$ cat src/rtl/alu_arbiter.sv
// Round-robin arbiter that shares one combinational ALU between NUM_REQ requesters.
// Operands and results are registered, so at most one operation is in flight.
//
//   state | meaning
//   IDLE  | scan requesters from rr_ptr and grant the first valid one
//   EXEC  | registered operands drive the ALU; its result is captured at the end of the cycle
//   RESP  | result held on rsp_* until rsp_ready
module alu_arbiter #(
  parameter int NUM_REQ = 2,
  parameter int W       = 16
) (
  input  logic                 clk,
  input  logic                 reset_n,
  input  logic [NUM_REQ-1:0]   req_valid,
  output logic [NUM_REQ-1:0]   req_ready,
  input  logic [NUM_REQ*W-1:0] req_a,
  input  logic [NUM_REQ*W-1:0] req_b,
  input  logic [NUM_REQ-1:0]   req_op,
  output logic [W-1:0]         alu_a,
  output logic [W-1:0]         alu_b,
  output logic                 alu_op,
  input  logic [W-1:0]         alu_c,
  input  logic                 alu_cout,
  output logic                 rsp_valid,
  input  logic                 rsp_ready,
  output logic [2:0]           rsp_id,
  output logic [W-1:0]         rsp_c,
  output logic                 rsp_cout,
  output logic                 busy
);

  localparam int PW = (NUM_REQ > 1) ? $clog2(NUM_REQ) : 1;

  typedef enum logic [1:0] {
    IDLE = 2'd0,
    EXEC = 2'd1,
    RESP = 2'd2
  } state_t;

  state_t        state;
  state_t        state_nxt;
  logic [PW-1:0] rr_ptr;
  logic [PW-1:0] win_idx;
  logic [PW-1:0] scan_idx;
  logic [PW:0]   scan_sum;
  logic          win_found;
  logic          grant;
  logic [2:0]    grant_id;

  // Scan from rr_ptr with wrap-around; the sum is one bit wider so the wrap works for any NUM_REQ.
  always_comb begin
    win_found = 1'b0;
    win_idx   = '0;
    scan_sum  = '0;
    scan_idx  = '0;
    for (int k = 0; k < NUM_REQ; k++) begin
      scan_sum = {1'b0, rr_ptr} + (PW+1)'(k);
      if (scan_sum >= (PW+1)'(NUM_REQ)) begin
        scan_sum = scan_sum - (PW+1)'(NUM_REQ);
      end
      scan_idx = scan_sum[PW-1:0];
      if (!win_found && req_valid[scan_idx]) begin
        win_found = 1'b1;
        win_idx   = scan_idx;
      end
    end
  end

  assign grant = (state == IDLE) && win_found;
  assign busy  = (state != IDLE);

  always_comb begin
    req_ready = '0;
    if (grant && reset_n) begin
      req_ready[win_idx] = 1'b1;
    end
  end

  always_ff @(posedge clk or negedge reset_n) begin
    if (!reset_n) begin
      state <= IDLE;
    end else begin
      state <= state_nxt;
    end
  end

  always_comb begin
    state_nxt = state;
    case (state)
      IDLE:    if (win_found) state_nxt = EXEC;
      EXEC:    state_nxt = RESP;
      RESP:    if (rsp_ready) state_nxt = IDLE;
      default: state_nxt = IDLE;
    endcase
  end

  always_ff @(posedge clk or negedge reset_n) begin
    if (!reset_n) begin
      rr_ptr    <= '0;
      grant_id  <= '0;
      alu_a     <= '0;
      alu_b     <= '0;
      alu_op    <= 1'b0;
      rsp_valid <= 1'b0;
      rsp_id    <= '0;
      rsp_c     <= '0;
      rsp_cout  <= 1'b0;
    end else begin
      if (grant) begin
        alu_a    <= req_a[win_idx*W +: W];
        alu_b    <= req_b[win_idx*W +: W];
        alu_op   <= req_op[win_idx];
        grant_id <= 3'(win_idx);
        rr_ptr   <= (win_idx == PW'(NUM_REQ-1)) ? '0 : win_idx + PW'(1);
      end
      if (state == EXEC) begin
        rsp_c     <= alu_c;
        rsp_cout  <= alu_cout;
        rsp_id    <= grant_id;
        rsp_valid <= 1'b1;
      end else if (state == RESP && rsp_ready) begin
        rsp_valid <= 1'b0;
      end
    end
  end

endmodule
$ cat config.mk
export PLATFORM = sky130hd
export DESIGN_NAME = alu_arbiter
export DESIGN_NICKNAME = d
export VERILOG_FILES = /design/src/rtl/alu_arbiter.sv
export SDC_FILE = /design/constraint.sdc
export NUM_CORES = 1
export LEC_CHECK = 0
export CORE_ASPECT_RATIO = 1.2
export CORE_UTILIZATION = 55
export CTS_BUF_LIST = sky130_fd_sc_hd__clkbuf_8
export DETAILED_ROUTE_END_ITERATION = 16
export DONT_BUFFER_PORTS = 1
export PLACE_DENSITY = 0.7
export SYNTH_ARGS = -nofsm -noshare
export SYNTH_HDL_FRONTEND = slang
export SYNTH_SLANG_ARGS = --single-unit
export TNS_END_PERCENT = 100
$ cat constraint.sdc
create_clock -name clk -period 2.91 [get_ports clk]
set_input_delay 0.291 -clock clk [delete_from_list [all_inputs] [get_ports clk]]
set_output_delay 0.291 -clock clk [all_outputs]
set_load 0.01 [all_outputs]
==> qor.txt <==
STATUS
----------------------------------------------------------------------------------------
Status                                                                      finished, final reports clean

CLOCK NETWORK
----------------------------------------------------------------------------------------
Clock-pin slew on the worst setup and hold paths                                 0.09 ns
Insertion delay of the later-clocked pin in the worst-skew pair                  0.29 ns
Sink count of the clock tree                                                          56
Number of setup buffers added after CTS                                                0
H-tree levels                                                                          2
Number of buffers inserted during clock tree synthesis                                 5
Master cell of the clock root buffer                                        sky130_fd_sc_hd__clkbuf_8
Maximum number of buffers from clock root to sink                                      2
CTS tree                                                                            done

SYNTH
----------------------------------------------------------------------------------------
Sequential area share after synthesis                                             0.5682
Post-synthesis cell type count                                                        24
Fraction of synthesized area in multiplexers                                     0.08219
Synthesized area                                                              2466 sq um
Number of enable-type register cells in the synthesized netlist                        0
Dominant cells by area after synthesis                                      sky130_fd_sc_hd__dfrtp_1, sky130_fd_sc_hd__a221o_1, sky130_fd_sc_hd__o21a_1
Post-synthesis simple-gate area fraction                                         0.03146
Area share of the largest cell type after synthesis                               0.5682
Leading post-synthesis cells by instance count                              sky130_fd_sc_hd__dfrtp_1, sky130_fd_sc_hd__o21a_1, sky130_fd_sc_hd__a221o_1
Most frequently used cell type in the post-synthesis netlist                sky130_fd_sc_hd__dfrtp_1
Mean area per synthesized cell                                               13.70 sq um
Syn. warnings                                                                          0
Post-synthesis xor/xnor area fraction                                                  0
Area leader, netlist                                                        sky130_fd_sc_hd__dfrtp_1
Post-synthesis sequential element count                                               56
Synth Instances                                                                      180
Compound-cell area share of the yosys netlist                                     0.2481
Top FF cell, synth                                                          sky130_fd_sc_hd__dfrtp_1
Post-synth ARST share                                                              1.000
Combinational family with the most area after synthesis                     compound AO/OA/AOI/OAI gates
Adder-Cell Fraction of Synth Area                                                      0

PWR
----------------------------------------------------------------------------------------
Worst supply voltage drop on vdd                                             0.0005869 V
Pleak                                                                           1.090 nW
Power Dens Cells                                                            1205 nW/um^2
Overall power                                                                   3.042 mW

STA
----------------------------------------------------------------------------------------
Max Clk Rate                                                                  0.4713 GHz
Setup repair after global routing missed its margin                                   no
Fin Setup TNS                                                                       0 ns
Final hold viol count                                                                  0
Slew of the pin with the lowest slew margin                                    0.6867 ns
Period minus WS final                                                           2.122 ns
Relative slew margins                                                             0.5417
Portion of the clock cycle consumed by the worst path in the final layout         0.7292
Post-route clock skew                                                        0.005903 ns
Number of max-slew violations in the final report                                      0
Endpoints failing setup                                                                0
Final hold slack                                                               0.1377 ns

FLOORPLAN
----------------------------------------------------------------------------------------
Number of I/O pins                                                                   145
Placement row count                                                                   26
Width of the chip                                                               63.13 um
Die area                                                                      4756 sq um
Total core area                                                               4294 sq um
Starting utilization of the core area                                             0.5743
Die Height                                                                      75.35 um

SETUP PATH
----------------------------------------------------------------------------------------
Critical Setup Path Class                                                   flip-flop to output pin
End of the critical path                                                    req_ready[1]
Endpoint of the most critical register-to-register path                     alu_b[4]$_DFFE_PN0P_
CP max stage cell                                                           sky130_fd_sc_hd__dfrtp_1
Startpoint of the lowest-slack register-to-register path                    state[1]$_DFFE_PN0P_
Category of the worst setup path capture point                                output pin
First element of the critical path                                          state[1]$_DFFE_PN0P_
Cell chain of the critical path                                             nor2_2, and3_1, buf_4, and2_1
Slowest cell delay on critical path                                              0.43 ns
Crit Path Max Fanout                                                                  28
Data arrival at the endpoint of the critical path                                1.83 ns
Worst R2R Path Depth                                                                   4
Category of the worst setup path launch point                                  flip-flop
CP required                                                                      2.62 ns
R2R Setup Slk                                                                    1.16 ns

PLACE
----------------------------------------------------------------------------------------
Estimated wirelength of the detail-placed design                                 3701 um
IO buf count                                                                           0
Final Wtd Congestion                                                              0.7460

ROUTING
----------------------------------------------------------------------------------------
Count of TritonRoute iterations in the first routing pass                              4
Starting DRT DRC Count                                                                59
Post-DR vias/cell                                                                  6.694
Routed via count                                                                    1553
Count of nets left with antenna violations after detail routing                        0
Wire length reported by the detailed router                                      5213 um
Detailed-route DRC error count                                                         0
Average wire length per cell after detail routing                               22.47 um

FINAL LAYOUT
----------------------------------------------------------------------------------------
Area Overhead vs Synth                                                            2.334%
Ant diodes                                                                             0
Share of final-layout standard cells stronger than drive strength 1               0.2102
Net count reported at finish                                                         264

GLOBAL ROUTE
----------------------------------------------------------------------------------------
Pin count of the biggest net entering global routing                                  57
Antenna violations before repair                                                       0
Wire length of the first global-routing pass                                     8004 um
GRT overflow                                                                           0
Via count of the first global-routing pass                                          1636
Global-route usage over all layers                                                0.2266

WORST HOLD PATH
----------------------------------------------------------------------------------------
Hold path cells                                                                        1
Hold Crit Class                                                             input pin to flip-flop

JOB
----------------------------------------------------------------------------------------
Maxcap violations                                                                      0

-- critical path, delay by kind of cell (launching register included) --
family | cells | cell delay [ns]
AND/OR/NAND/NOR | 3 | 0.75
flip-flops | 1 | 0.43
buffers and inverters | 1 | 0.36
-- report_power, final --
part           leakage, nW  internal, mW  switching, mW
Combinational        0.365         0.569          0.472
Sequential           0.680          1.17          0.455
Clock               0.0452         0.161          0.217
-- routing by layer --
layer / GRT usage / vias up / share of wire
met2: 0.4229 / 104 / 0.53
met3: 0.07036 / 4 / 0.079
met1: 0.2520 / 775 / 0.38
met4: 0.06202 / 0 / 0.0077
li1: - / 670 / -
met5: 0 / - / 0
-- cells by family after synthesis --
group,after synthesis
AO/OA/AOI/OAI,71
flip-flops,56
buffers and inverters,20
multiplexers,18
AND/OR/NAND/NOR,14
other,1
-- through the flow --
step                      worst slack, ns    util  cell area (sq um)  instances
after floorplan                     1.454       -               2470        181
after global placement              1.181  0.5609               2409        223
after detailed placement            1.116  0.5609               2409        223
after CTS                          0.7968  0.5877               2524        232
after global routing               0.6714  0.5877               2524        232
final                              0.7880  0.5877               2524        232
-- flip-flops by register name, summed over array words and instances (netlist names) --
name and count:
rsp_cout 1, rsp_id 1, rr_ptr 1, grant_id 1, alu_op 1, rsp_valid 1, state 2, alu_b 16
rsp_c 16, alu_a 16
-- cell type report --
type / count / area [sq um]
clock buffer: 5 / 68.82
tap: 56 / 70.07
sequential: 56 / 1401
fill: 351 / 1770
inverter: 2 / 7.507
clock inverter: 2 / 8.758
multi-input combinational: 105 / 899.6
timing repair buffer: 6 / 67.56
-- repair_timing --
action / 4_1_cts / 5_1_grt
gates resized for setup: 0 / 0
endpoints found under the hold margin: 56 / 0
hold buffers: 2 / 0
setup endpoints to repair: 0 / 0
-- placed cells by master (no fill, tap or decap), types with 2 or more instances in the layout --
cell type / Yosys / routed
sky130_fd_sc_hd__a221o_1: 28 / 28
sky130_fd_sc_hd__a221o_2: 5 / 5
sky130_fd_sc_hd__and2_1: 2 / 2
sky130_fd_sc_hd__and3_1: 2 / 2
sky130_fd_sc_hd__buf_4: 6 / 4
sky130_fd_sc_hd__clkbuf_8: 1 / 5
sky130_fd_sc_hd__conb_1: 1 / 2
sky130_fd_sc_hd__dfrtp_1: 56 / 56
sky130_fd_sc_hd__inv_1: 1 / 2
sky130_fd_sc_hd__mux2_2: 18 / 18
sky130_fd_sc_hd__nand2b_1: 3 / 3
sky130_fd_sc_hd__nor2_1: 3 / 3
sky130_fd_sc_hd__nor2_2: 2 / 2
sky130_fd_sc_hd__o21a_1: 33 / 33
sky130_fd_sc_hd__o21ai_0: 3 / 3
-- how the worst min path moves through the flow --
| stage | from | end |
|---|---|---|
| after floorplan | reset_n | alu_a[0]$_DFFE_PN0P_ |
| after global placement | reset_n | rsp_c[1]$_DFFE_PN0P_ |
| after detailed placement | reset_n | rsp_c[7]$_DFFE_PN0P_ |
| after CTS | req_a[30] | alu_a[14]$_DFFE_PN0P_ |
| after global routing | req_b[17] | alu_b[1]$_DFFE_PN0P_ |
| final | req_a[22] | alu_a[6]$_DFFE_PN0P_ |
Note: power is estimated with default switching activity, not from simulation.
